### src/rtl/uart_rx_if.sv
// Consumer-side bus of the UART receiver: received byte, handshake and
// status pulses. The receiver uses the master modport; the consumer uses the slave one.
interface uart_rx_if;
    logic [7:0] uart_dat_o;
    logic       uart_valid_o;
    logic       uart_busy_o;
    logic       frame_err_o;
    logic       overrun_o;
    logic       parity_err_o;
    logic       uart_rd_i;

    modport master (
        output uart_dat_o, uart_valid_o, uart_busy_o,
        output frame_err_o, overrun_o, parity_err_o,
        input  uart_rd_i
    );

    modport slave (
        input  uart_dat_o, uart_valid_o, uart_busy_o,
        input  frame_err_o, overrun_o, parity_err_o,
        output uart_rd_i
    );
endinterface

### src/rtl/uart_rx.sv
// UART receiver with a 16x oversampling fractional tick generator and a
// single-entry holding register for the received byte.
// Optional feature: define UART_RX_PARITY_EN to expect one even-parity bit
// after the eighth data bit.
//
// state    | meaning
// ---------+-----------------------------------------------------------
// S_IDLE   | line idle, waiting for a falling edge
// S_START  | start bit seen, confirm at its centre (8th tick)
// S_DATA   | sampling 8 data bits at bit centres, LSB first
// S_PARITY | sampling the parity bit (only with UART_RX_PARITY_EN)
// S_STOP   | sampling the stop bit; high commits the byte
// S_BREAK  | stop bit was low, wait for the line to return high
module uart_rx #(
    parameter int unsigned BAUD_RATE    = 9600,
    parameter int unsigned SYS_CLK_RATE = 50000000
) (
    input  logic      sys_clk_i,
    input  logic      sys_rst_i,
    input  logic      uart_rx_i,
    uart_rx_if.master bus
);
    localparam logic [31:0] TICK_INC = 32'(16 * BAUD_RATE);
    localparam logic [31:0] TICK_MOD = 32'(SYS_CLK_RATE);

    typedef enum logic [2:0] {
        S_IDLE, S_START, S_DATA, S_PARITY, S_STOP, S_BREAK
    } state_t;

    state_t      r_state;
    state_t      w_state_nxt;
    logic        r_rx_meta;
    logic        r_rx_sync;
    logic [31:0] r_acc;
    logic [31:0] w_acc_sum;
    logic        r_tick;
    logic [3:0]  r_cnt;
    logic [2:0]  r_bit_idx;
    logic [7:0]  r_shift;
    logic        w_mid;
    logic        w_end;
    logic        w_shift;
    logic        w_commit;
    logic        w_frame_err;
`ifdef UART_RX_PARITY_EN
    logic        w_par_chk;
`endif

    assign w_acc_sum = r_acc + TICK_INC;
    assign w_mid     = r_tick && (r_cnt == 4'd7);
    assign w_end     = r_tick && (r_cnt == 4'd15);

    // Two-flop synchronizer for the asynchronous serial line, idles high.
    always_ff @(posedge sys_clk_i or posedge sys_rst_i) begin
        if (sys_rst_i) begin
            r_rx_meta <= 1'b1;
            r_rx_sync <= 1'b1;
        end else begin
            r_rx_meta <= uart_rx_i;
            r_rx_sync <= r_rx_meta;
        end
    end

    // Fractional accumulator producing one tick per 1/16 bit period.
    always_ff @(posedge sys_clk_i or posedge sys_rst_i) begin
        if (sys_rst_i) begin
            r_acc  <= '0;
            r_tick <= 1'b0;
        end else if (w_acc_sum >= TICK_MOD) begin
            r_acc  <= w_acc_sum - TICK_MOD;
            r_tick <= 1'b1;
        end else begin
            r_acc  <= w_acc_sum;
            r_tick <= 1'b0;
        end
    end

    // State register.
    always_ff @(posedge sys_clk_i or posedge sys_rst_i) begin
        if (sys_rst_i) r_state <= S_IDLE;
        else           r_state <= w_state_nxt;
    end

    // Next-state decode and single-cycle datapath strobes.
    always_comb begin
        w_state_nxt = r_state;
        w_shift     = 1'b0;
        w_commit    = 1'b0;
        w_frame_err = 1'b0;
`ifdef UART_RX_PARITY_EN
        w_par_chk   = 1'b0;
`endif
        case (r_state)
            S_IDLE:  if (!r_rx_sync) w_state_nxt = S_START;
            S_START: if (w_mid) w_state_nxt = r_rx_sync ? S_IDLE : S_DATA;
            S_DATA: begin
                if (w_end) begin
                    w_shift = 1'b1;
                    if (r_bit_idx == 3'd7) begin
`ifdef UART_RX_PARITY_EN
                        w_state_nxt = S_PARITY;
`else
                        w_state_nxt = S_STOP;
`endif
                    end
                end
            end
            S_PARITY: begin
`ifdef UART_RX_PARITY_EN
                if (w_end) begin
                    w_par_chk   = 1'b1;
                    w_state_nxt = S_STOP;
                end
`else
                w_state_nxt = S_IDLE;
`endif
            end
            S_STOP: begin
                if (w_end) begin
                    if (r_rx_sync) begin
                        w_commit    = 1'b1;
                        w_state_nxt = S_IDLE;
                    end else begin
                        w_frame_err = 1'b1;
                        w_state_nxt = S_BREAK;
                    end
                end
            end
            S_BREAK: if (r_rx_sync) w_state_nxt = S_IDLE;
            default: w_state_nxt = S_IDLE;
        endcase
    end

    // Tick counter restarts on every state change; bit index and shifter.
    always_ff @(posedge sys_clk_i or posedge sys_rst_i) begin
        if (sys_rst_i) begin
            r_cnt     <= '0;
            r_bit_idx <= '0;
            r_shift   <= '0;
        end else begin
            if (w_state_nxt != r_state) r_cnt <= '0;
            else if (r_tick)            r_cnt <= r_cnt + 4'd1;
            if (r_state == S_START)     r_bit_idx <= '0;
            else if (w_shift)           r_bit_idx <= r_bit_idx + 3'd1;
            if (w_shift)                r_shift <= {r_rx_sync, r_shift[7:1]};
        end
    end

    // Holding register: a commit wins over a same-cycle read.
    always_ff @(posedge sys_clk_i or posedge sys_rst_i) begin
        if (sys_rst_i) begin
            bus.uart_dat_o   <= 8'h00;
            bus.uart_valid_o <= 1'b0;
            bus.frame_err_o  <= 1'b0;
            bus.overrun_o    <= 1'b0;
        end else begin
            bus.frame_err_o <= w_frame_err;
            bus.overrun_o   <= 1'b0;
            if (w_commit) begin
                bus.uart_dat_o   <= r_shift;
                bus.uart_valid_o <= 1'b1;
                bus.overrun_o    <= bus.uart_valid_o && !bus.uart_rd_i;
            end else if (bus.uart_rd_i && bus.uart_valid_o) begin
                bus.uart_valid_o <= 1'b0;
            end
        end
    end

`ifdef UART_RX_PARITY_EN
    // Even parity: data bits plus parity bit must hold an even number of ones.
    always_ff @(posedge sys_clk_i or posedge sys_rst_i) begin
        if (sys_rst_i) bus.parity_err_o <= 1'b0;
        else           bus.parity_err_o <= w_par_chk && ((^r_shift) ^ r_rx_sync);
    end
`else
    assign bus.parity_err_o = 1'b0;
`endif

    assign bus.uart_busy_o = (r_state != S_IDLE);
endmodule

### src/flat_wrapper.sv
// flat-port wrapper written by rule: the top's interface ports become plain ports
module uart_rx_flat 
#(
    parameter int unsigned BAUD_RATE    = 9600,
    parameter int unsigned SYS_CLK_RATE = 50000000
)
  (sys_clk_i, sys_rst_i, uart_rx_i, bus_uart_dat_o, bus_uart_valid_o, bus_uart_busy_o, bus_frame_err_o, bus_overrun_o, bus_parity_err_o, bus_uart_rd_i);
  uart_rx_if bus_i ();
  input  logic sys_clk_i;
  input  logic sys_rst_i;
  input  logic uart_rx_i;
  output wire logic [$bits(bus_i.uart_dat_o)-1:0] bus_uart_dat_o;
  output wire logic [$bits(bus_i.uart_valid_o)-1:0] bus_uart_valid_o;
  output wire logic [$bits(bus_i.uart_busy_o)-1:0] bus_uart_busy_o;
  output wire logic [$bits(bus_i.frame_err_o)-1:0] bus_frame_err_o;
  output wire logic [$bits(bus_i.overrun_o)-1:0] bus_overrun_o;
  output wire logic [$bits(bus_i.parity_err_o)-1:0] bus_parity_err_o;
  input wire logic [$bits(bus_i.uart_rd_i)-1:0] bus_uart_rd_i;
  assign bus_uart_dat_o = bus_i.uart_dat_o;
  assign bus_uart_valid_o = bus_i.uart_valid_o;
  assign bus_uart_busy_o = bus_i.uart_busy_o;
  assign bus_frame_err_o = bus_i.frame_err_o;
  assign bus_overrun_o = bus_i.overrun_o;
  assign bus_parity_err_o = bus_i.parity_err_o;
  assign bus_i.uart_rd_i = bus_uart_rd_i;
  uart_rx #(.BAUD_RATE(BAUD_RATE), .SYS_CLK_RATE(SYS_CLK_RATE)) u_core (.sys_clk_i(sys_clk_i), .sys_rst_i(sys_rst_i), .uart_rx_i(uart_rx_i), .bus(bus_i));
endmodule
### config.mk
export PLATFORM = sky130hd
export DESIGN_NAME = uart_rx_flat
export DESIGN_NICKNAME = d
export VERILOG_FILES = /design/src/rtl/uart_rx_if.sv /design/src/rtl/uart_rx.sv /design/src/flat_wrapper.sv
export SDC_FILE = /design/constraint.sdc
export NUM_CORES = 1
export LEC_CHECK = 0
export ABC_AREA = 1
export ABC_CLOCK_PERIOD_IN_PS = 3200
export CORE_AREA = 2 2 81 83
export CTS_CLUSTER_SIZE = 8
export DETAILED_ROUTE_END_ITERATION = 8
export DIE_AREA = 0 0 83 85
export PLACE_DENSITY = 0.79
export RECOVER_POWER = 50
export SYNTH_ARGS = -nofsm -noshare
export SYNTH_HDL_FRONTEND = slang
export SYNTH_SLANG_ARGS = --single-unit
### constraint.sdc
create_clock -name sys_clk_i -period 3.2 [get_ports sys_clk_i]
set_clock_uncertainty 0.1 [all_clocks]
set_input_delay 0.64 -clock sys_clk_i [delete_from_list [all_inputs] [get_ports sys_clk_i]]
set_output_delay 0.64 -clock sys_clk_i [all_outputs]
set_load 0.005 [all_outputs]
**Word-level counts from Yosys, hierarchy flattened**

Index checks and enable logic that the tools add are counted.

- Flip-flop bits (word level): 64
- Output and inout bits: 13
- Logic and storage cells: 61

- Add/sub/neg operators: 4
- $lt $le $gt $ge: 1
- Eq/ne operators: 8
- Mux-type cells: 26
- Reductions and logical operators: 10

Operators by type and width:

| cell | count |
|---|---|
| 32-bit by 18-bit adder with 32-bit output (second input constant) | 1 |
| 32-bit by 26-bit >= comparator with 1-bit output (second input constant) | 1 |
| 32-bit two-way mux | 1 |
| 32-bit by 26-bit subtractor with 32-bit output (second input constant) | 1 |
| 3-bit two-way mux | 9 |
| 3-bit one-hot mux with 5 select lines | 1 |
| 1-bit two-way mux | 12 |
| 3-bit == test (second input constant) | 3 |
| 4-bit two-way mux | 2 |
| 2-bit nonzero test | 3 |
| 4-bit by 1-bit adder with 4-bit output (second input constant) | 1 |
| 4-bit by 3-bit == test with 1-bit output (second input constant) | 1 |
| 4-bit == test (second input constant) | 1 |
| 1-bit logical AND | 4 |
| 3-bit by 1-bit adder with 3-bit output (second input constant) | 1 |
| 3-bit by 1-bit == test with 1-bit output (second input constant) | 1 |
| 3-bit by 2-bit == test with 1-bit output (second input constant) | 1 |
| 3-bit zero test | 1 |
| 3-bit != test | 1 |
| 3-bit nonzero test | 1 |
| 2-bit two-way mux | 1 |
| 1-bit zero test | 1 |

**Logic depth before layout (Yosys ltp)**

Gate-level depths: netlist of the first run.

- Depth after elaboration: 6
- Depth in mapped cells: 19
- Depth with buffers taken out: 18

**Least setup slack after synthesis of the first run**

No wires, ideal clock.

- Kind: register to register
- Start: reg u_core.r_acc[11]
- End: reg u_core.r_acc[11]
- Library setup time: 0.123 ns
- Arrival: 2.128 ns
- Required time: 2.977 ns
- Path slack: 0.849 ns
- Cell stages (with the launch flop): 17
- Path buffers: 2
- Clock period less this slack: 2.351 ns
- Path through: dfrtp_1 > inv_1 > ha_1 > inv_1 > nand2_1 > nand2_2 > nand2_1 > nand2_1 > nand3_1 > nand2_1 > nand2_1 > a21oi_2 > nand2_2 > nand3_2 > buf_6 > buf_8 > o21ai_2

- Longest elaborated chain between the ends: 3
- Elaborated cells on any way between the ends: 4
- Those cells by class: 2 x add/sub; 1 x order compare; 1 x mux

Ends and longest elaborated chain:

| element | line | RTL |
|---|---|---|
| from (decl) | uart_rx.sv:34 | `logic [31:0] r_acc;` |
| from (signal assigned) | uart_rx.sv:70 | `r_acc <= w_acc_sum - TICK_MOD;` |
| from (signal assigned) | uart_rx.sv:73 | `r_acc <= w_acc_sum;` |
| 32-bit by 18-bit adder with 32-bit output * | uart_rx.sv:49 | `assign w_acc_sum = r_acc + TICK_INC;` |
| 32-bit by 26-bit subtractor with 32-bit output / 32-bit by 26-bit >= comparator with 1-bit output (equally long branches) | uart_rx.sv:70, uart_rx.sv:69 |  |
| 32-bit two-way mux * | uart_rx.sv:69 | `end else if (w_acc_sum >= TICK_MOD) begin` |

Mark *: on every way between the ends. The rest lies on a longest branch, timed or not.
A chain may end at the register's enable or synchronous reset.

**Worst setup path after layout of the first run**

- Start: reg u_core.r_acc[11]
- End: reg u_core.r_acc[8]

- Longest elaborated chain between the ends: 3

Ends and longest elaborated chain:

| element | line |
|---|---|
| 32-bit by 18-bit adder with 32-bit output | uart_rx.sv:49 |
| 32-bit by 26-bit >= comparator with 1-bit output | uart_rx.sv:69 |
| 32-bit two-way mux | uart_rx.sv:69 |

No other way between the ends.

==> flow_metrics.tcl, run 1 <==
set metrics [dict create \
    status "finished, final reports clean" \
    gp_congestion 0.896 \
    ctsLongestPathBuffers 2 \
    diodes 0 \
    setup_viol 0 \
    area_growth_pct 12.6 \
    yosysUniqueCellTypes 33 \
    cts_resized 0 \
    yosys.area.top_type_share_pct 37.6 \
    hp-start "u_core.r_rx_meta$_DFF_PP1_" \
    critPathKind "flop to flop" \
    fin_nets 552 \
    cp_cell_sequence "inv_1, ha_1, inv_1, nand2_1, nand2_2, nand3_1, nand2_2, nand3_1, nand2_1, nor2_2, nand2_1, nor2_1, nand2_1, nand3_2, buf_12, nand2_1, o21ai_2" \
    critPathBufInv 3 \
    crit_path_max_incr_delay_ns 0.46 \
    synth_area_um2 3660 \
    grt-ovfl-total 0 \
    via_per_inst 5.46 \
    post_cts_buffers 0 \
    cts_hold_buf 0 \
    via_count 3402 \
    dr.pass1.iters 5 \
    synthTopCellsByArea "dfrtp_1 (38%), nand2_1 (18%), inv_1 (6.7%)" \
    r2r-end "u_core.r_acc[8]$_DFFE_PP0P_" \
    boundaryPins 17 \
    ys_ff_latch 57 \
    cts.sinks 57 \
    cp_top_family "simple AND/OR/NAND/NOR gates" \
    worst_slack_ns 0.430 \
    htree_levels 3 \
    required_ns 3.36 \
    ys_warn_count 0 \
    numPortBuffers 15 \
    grt_pass1_vias 3278 \
    r2r_cells 17 \
    whs_endpoint "u_core.r_rx_sync$_DFF_PP1_" \
    drv_slew 0 \
    tritoncts "built" \
    yosysTopAreaCell "dfrtp_1" \
    hold_viol 0 \
    rows 29 \
    cts-root-buf "clkbuf_8" \
    dp.final_hpwl_um 5720 \
    r2r_start "u_core.r_acc[11]$_DFF_PP0_" \
    rsz0062_at_grt "no" \
    die_h_um 85 \
    track_usage_pct 24.4 \
    tns_ns 0 \
    numCtsBuffers 9 \
    crit_arrival_ns 2.93 \
    start_util_pct 58.9 \
    dieArea_um2 7060 \
    routedWlPerCell_um 12.7 \
    drc 0 \
    async_flop_share_pct 100 \
    antenna_found_initial 0 \
    fmax_mhz 361 \
    hold_depth 0 \
    dp_slack_ns 0.499 \
    core-area_um2 6200 \
    powerDensity_nw_per_um2 380 \
    synth_ff_type "dfrtp_1" \
    worstHoldPathType "flop to flop" \
    grt_first_pass_wirelength_um 14100 \
    dieWidth_um 83 \
    slowest_stage "dfrtp_1" \
    syn_nets 530 \
    ir_drop_mv 0.305 \
    avgSynthCellArea_um2 7.04 \
    synth_seq_area_share_pct 39.1 \
    dr.first_iter.drc_count 205 \
    crit_path_frequent_cell "nand2_1" \
    path_clk_slew_ns 0.07 \
    grt_max_degree 33 \
    layout-drive-gt1-share_pct 12.6 \
    maxCapViolations 0 \
    r2r_slack_ns 0.43 \
    min_period_ns 2.77 \
    fin_total_pwr_mw 1.56 \
    leakage_nw 2.11 \
    max_slew_margin_pct 28.6 \
    crit_path_start_kind "flop" \
    critPathCaptureType "flop" \
    period_share_pct 86.6 \
    syn_inst 519 \
    wirelength_um 7880 \
    tightest_slew_ns 1.07 \
    synth-edff-count 0 \
    clk_latency_ns 0.33 \
    crit_fanout 32 \
    startpoint "u_core.r_acc[11]$_DFF_PP0_" \
    antenna_left 0 \
]
Yosys cell counts, types with 2 or more instances:
cell / count
o21ai_0: 23
nand4_1: 9
nor3_1: 10
nand3_1: 46
ha_1: 7
dfrtp_1: 55
buf_4: 2
o21ai_2: 10
inv_1: 65
nand3b_1: 5
dfstp_2: 2
nor2_1: 36
nand2_2: 16
clkbuf_1: 2
a21oi_1: 4
nand2_1: 177
nor2_2: 10
xor2_1: 16
inv_2: 8
buf_6: 2
nand3_2: 2
metal layers:
layer  up-vias  track usage, %  share of wire [%]
li1       1670               -                  -
met1      1593            30.1                 43
met2       116            42.4                 49
met3        23            5.16                6.1
met4         0            9.24                2.3
met5         -               0                  0
where the power goes:
part / switching, mW / internal (mW) / total [mW]
Clock: 0.288 / 0.534 / 0.822
Combinational: 0.0152 / 0.00326 / 0.0184
Sequential: 0.00131 / 0.723 / 0.724
Total: 0.305 / 1.26 / 1.56
area by class of cell:
class / count / area, um2
flip-flops and latches: 57 / 1430
fillers: 509 / 2090
inverters: 73 / 274
clock inverters: 6 / 105
clock buffers: 10 / 138
well taps: 77 / 96.3
repair buffers: 18 / 183
multi-input cells: 382 / 1890
state kept, by name, indices dropped and copies added (netlist names):
signal / count
u_core.r_cnt: 4
u_core.r_rx_sync: 1
u_core.r_tick: 1
u_core.r_rx_meta: 1
u_core.r_shift: 8
u_core.bus.uart_dat_o: 8
u_core.r_bit_idx: 3
u_core.r_state: 3
u_core.bus.frame_err_o: 1
u_core.bus.overrun_o: 1
u_core.bus.uart_valid_o: 1
u_core.r_acc: 25
logic make-up after synthesis:
family          Yosys count  share of synthesized area (%)
compound gates           41                           6.98
flops                    57                           39.1
other cells               1                          0.103
fa+ha+maj                 7                           2.40
buf+inv                  80                           9.14
xor+xnor                 17                           4.07
mux                       2                          0.582
simple gates            314                           37.6
how the worst max path moves through the flow:
stage,to,depth (start not counted)
detailed placement,u_core.r_acc[16]$_DFF_PP0_,15
global placement,u_core.r_acc[16]$_DFF_PP0_,15
CTS,u_core.r_acc[16]$_DFF_PP0_,15
finish,u_core.r_acc[8]$_DFFE_PP0P_,17
floorplan,u_core.r_acc[11]$_DFF_PP0_,16
global route,u_core.r_acc[8]$_DFFE_PP0P_,16
cells in the final DEF, fill, tap and decap left out, drive strengths merged:
cell type	instances
nand3b	5
clkdlybuf4s50	13
inv	73
nand4	9
mux2i	1
nor3b	1
a21oi	5
xor2	16
o2111ai	1
and3	1
nand2	193
a21boi	1
dlygate4sd3	2
nor3	10
conb	1
dfrtp	55
and2	1
buf	2
o211ai	1
ha	7
mux2	1
nand3	48
dfstp	2
clkinv	3
xnor2	1
o21ai	33
bufinv	3
clkbuf	11
nor2	46
worst reg2reg max path: stages (launching register included):
cell and delay (ns):
dfrtp_1 0.46, inv_1 0.09, ha_1 0.20, inv_1 0.05
nand2_1 0.12, nand2_2 0.12, nand3_1 0.15, nand2_2 0.12
nand3_1 0.09, nand2_1 0.12, nor2_2 0.21, nand2_1 0.07
nor2_1 0.16, nand2_1 0.09, nand3_2 0.16, buf_12 0.22
nand2_1 0.11, o21ai_2 0.07
stage by stage:
stage	area (um2)	instances	util, %	hold WS (ns)
after floorplan	3660	519	-	0.245
after global placement	3890	607	62.7	0.250
after detailed placement	3890	607	62.7	0.253
after CTS	4130	623	66.6	0.273
after global routing	4120	623	66.4	0.279
final	4120	623	66.4	0.269
(Power assumes the default switching activity.)
==> run 2: changes to the inputs <==
--- a/config.mk
+++ b/config.mk
@@ -8,6 +8,7 @@
 export ABC_AREA = 1
 export ABC_CLOCK_PERIOD_IN_PS = 3200
 export CORE_AREA = 2 2 81 83
+export CTS_BUF_LIST = sky130_fd_sc_hd__clkbuf_16
 export CTS_CLUSTER_SIZE = 8
 export DETAILED_ROUTE_END_ITERATION = 8
 export DIE_AREA = 0 0 83 85
==> run 2 against run 1 <==
Against the previous run: design area increased by 2.2%; die area unchanged; routed wire length increased by 4.2%; clock power increased by 31%; register-to-register slack got worse by 0.03 ns; critical path depth increased by 1; core utilization increased by 1.5 points; critical endpoint unchanged; largest power group unchanged.
==> flow_metrics.tcl, run 2 (synthesized netlist as in run 1, its figures left out) <==
set metrics [dict create \
    critPathCaptureType "flop" \
    die_h_um 85 \
    fin_total_pwr_mw 1.82 \
    multiInputGateArea_um2 1890 \
    crit_fanout 32 \
    grt-ovfl-total 0 \
    ir_drop_mv 0.356 \
    final_common_cell "nand2_1" \
    numPortBuffers 15 \
    crit_cells 18 \
    min_period_ns 2.80 \
    crit_arrival_ns 2.95 \
    cp_top_family "simple AND/OR/NAND/NOR gates" \
    cp_cell_sequence "inv_1, ha_1, inv_1, nand2_1, nand2_2, nand2_1, nand2_2, nand2_1, nand2_2, nand2_1, nor2_2, inv_1, nor2_1, nand2_1, nand3_2, buf_12, nand2_1, o21ai_2" \
    rsz0062_at_grt "no" \
    worstHoldPathType "flop to flop" \
    core-area_um2 6200 \
    grt.met2_usage_pct 44.6 \
    dieArea_um2 7060 \
    grt_max_degree 33 \
    routedWlPerCell_um 13.2 \
    grt.busiest_layer "met2" \
    dpl_cell_area_um2 3890 \
    ctsLongestPathBuffers 2 \
    start_util_pct 58.9 \
    use_met1_pct 30.2 \
    htree_levels 3 \
    boundaryPins 17 \
    max_slew_margin_pct 28.8 \
    rows 29 \
    crit_end "u_core.r_acc[8]$_DFFE_PP0P_" \
    r2r-end "u_core.r_acc[8]$_DFFE_PP0P_" \
    required_ns 3.35 \
    tritoncts "built" \
    dieWidth_um 83 \
    via_count 3403 \
    slowest_stage "dfrtp_1" \
    crit_path_frequent_cell "nand2_1" \
    cts.sinks 57 \
    fmax_mhz 357 \
    via_per_inst 5.46 \
    track_usage_pct 25.5 \
    met3_usage_pct 5.84 \
    fin_nets 552 \
    dr.pass1.iters 5 \
    dp_slack_ns 0.499 \
    mostFrequentLayoutCells "nand2_1 (177), inv_1 (65), dfrtp_1 (55)" \
    maxCapViolations 0 \
    largest_register_ffs 25 \
    stdcell_area_um2 4210 \
    worst_slack_ns 0.401 \
    antenna_found_initial 0 \
    diodes 0 \
    drc 0 \
    antenna_left 0 \
    powerDensity_nw_per_um2 433 \
    grt_pass1_vias 3388 \
    r2r_cells 18 \
    clk_latency_ns 0.33 \
    cts_hold_buf 0 \
    setup_viol 0 \
    drv_slew 0 \
    critPathKind "flop to flop" \
    r2r_start "u_core.r_acc[11]$_DFF_PP0_" \
    postLayoutCoreUtil_pct 67.8 \
    numCtsBuffers 9 \
    gp_congestion 0.896 \
    grt_first_pass_wirelength_um 14600 \
    cts_resized 0 \
    tightest_slew_ns 1.07 \
    status "finished, final reports clean" \
    regMostFlops "u_core.r_acc" \
    fillers 499 \
    hold_viol 0 \
    crit_path_start_kind "flop" \
    tns_ns 0 \
    leakage_nw 2.15 \
    post_cts_buffers 0 \
    startpoint "u_core.r_acc[11]$_DFF_PP0_" \
    layout-drive-gt1-share_pct 12.5 \
    critPathBufInv 4 \
    crit_path_max_incr_delay_ns 0.47 \
    path_clk_slew_ns 0.05 \
    wirelength_um 8210 \
    cts-root-buf "clkbuf_16" \
    dr.first_iter.drc_count 219 \
    top_regs "u_core.r_acc: 25 flops, u_core.bus.uart_dat_o: 8 flops, u_core.r_shift: 8 flops" \
    regArea_um2 1430 \
    area_growth_pct 15.1 \
    period_share_pct 87.5 \
    dp.final_hpwl_um 5720 \
    r2r_slack_ns 0.40 \
]
==> run 2: changes by cell type in the layout (fill, tap and decap cells not counted), sizes merged <==
cell	delta
clkbuf	-1
clkinv	+1
==> run 2: cell type report <==
cell class,count,area share [%]
Timing Repair Buffer,18,4.34
Sequential cell,57,33.9
Clock buffer,9,5.35
Inverter,73,6.51
Multi-Input combinational cell,382,45.0
Clock inverter,7,2.59
Tap cell,77,2.29
==> run 2: per-layer routing <==
layer / routed length (um) / share of wire, %
met5: 0 / 0
met2: 4070 / 50
met3: 462 / 5.6
met1: 3490 / 43
met4: 188 / 2.3
==> run 2: worst reg2reg max path: stages, from the launching register on <==
cell and delay, ns:
dfrtp_1 0.47, inv_1 0.07, ha_1 0.24, inv_1 0.06
nand2_1 0.09, nand2_2 0.15, nand2_1 0.11, nand2_2 0.13
nand2_1 0.08, nand2_2 0.12, nand2_1 0.10, nor2_2 0.17
inv_1 0.08, nor2_1 0.13, nand2_1 0.08, nand3_2 0.15
buf_12 0.23, nand2_1 0.11, o21ai_2 0.07
==> run 2: worst min-delay path by stage <==
stage	start	endpoint	depth (start not counted)
6_report	u_core.r_rx_meta$_DFF_PP1_	u_core.r_rx_sync$_DFF_PP1_	0
5_1_grt	u_core.r_rx_meta$_DFF_PP1_	u_core.r_rx_sync$_DFF_PP1_	0
4_1_cts	u_core.r_rx_meta$_DFF_PP1_	u_core.r_rx_sync$_DFF_PP1_	0
3_5_place_dp	u_core.r_rx_meta$_DFF_PP1_	u_core.r_rx_sync$_DFF_PP1_	0
3_3_place_gp	u_core.r_rx_meta$_DFF_PP1_	u_core.r_rx_sync$_DFF_PP1_	0
2_1_floorplan	u_core.r_rx_meta$_DFF_PP1_	u_core.r_rx_sync$_DFF_PP1_	0
==> run 2: report_power, final <==
part           total [mW]  internal [mW]  switching [mW]
clock                1.08          0.752           0.327
combinational      0.0185        0.00326          0.0153
sequential          0.726          0.724         0.00134
total                1.82           1.48           0.344
==> run 2: metrics by stage <==
step | hold slack [ns] | std cells
6_report | 0.266 | 623
4_1_cts | 0.267 | 623
2_1_floorplan | 0.245 | 519
3_3_place_gp | 0.250 | 607
3_5_place_dp | 0.253 | 607
5_1_grt | 0.271 | 623
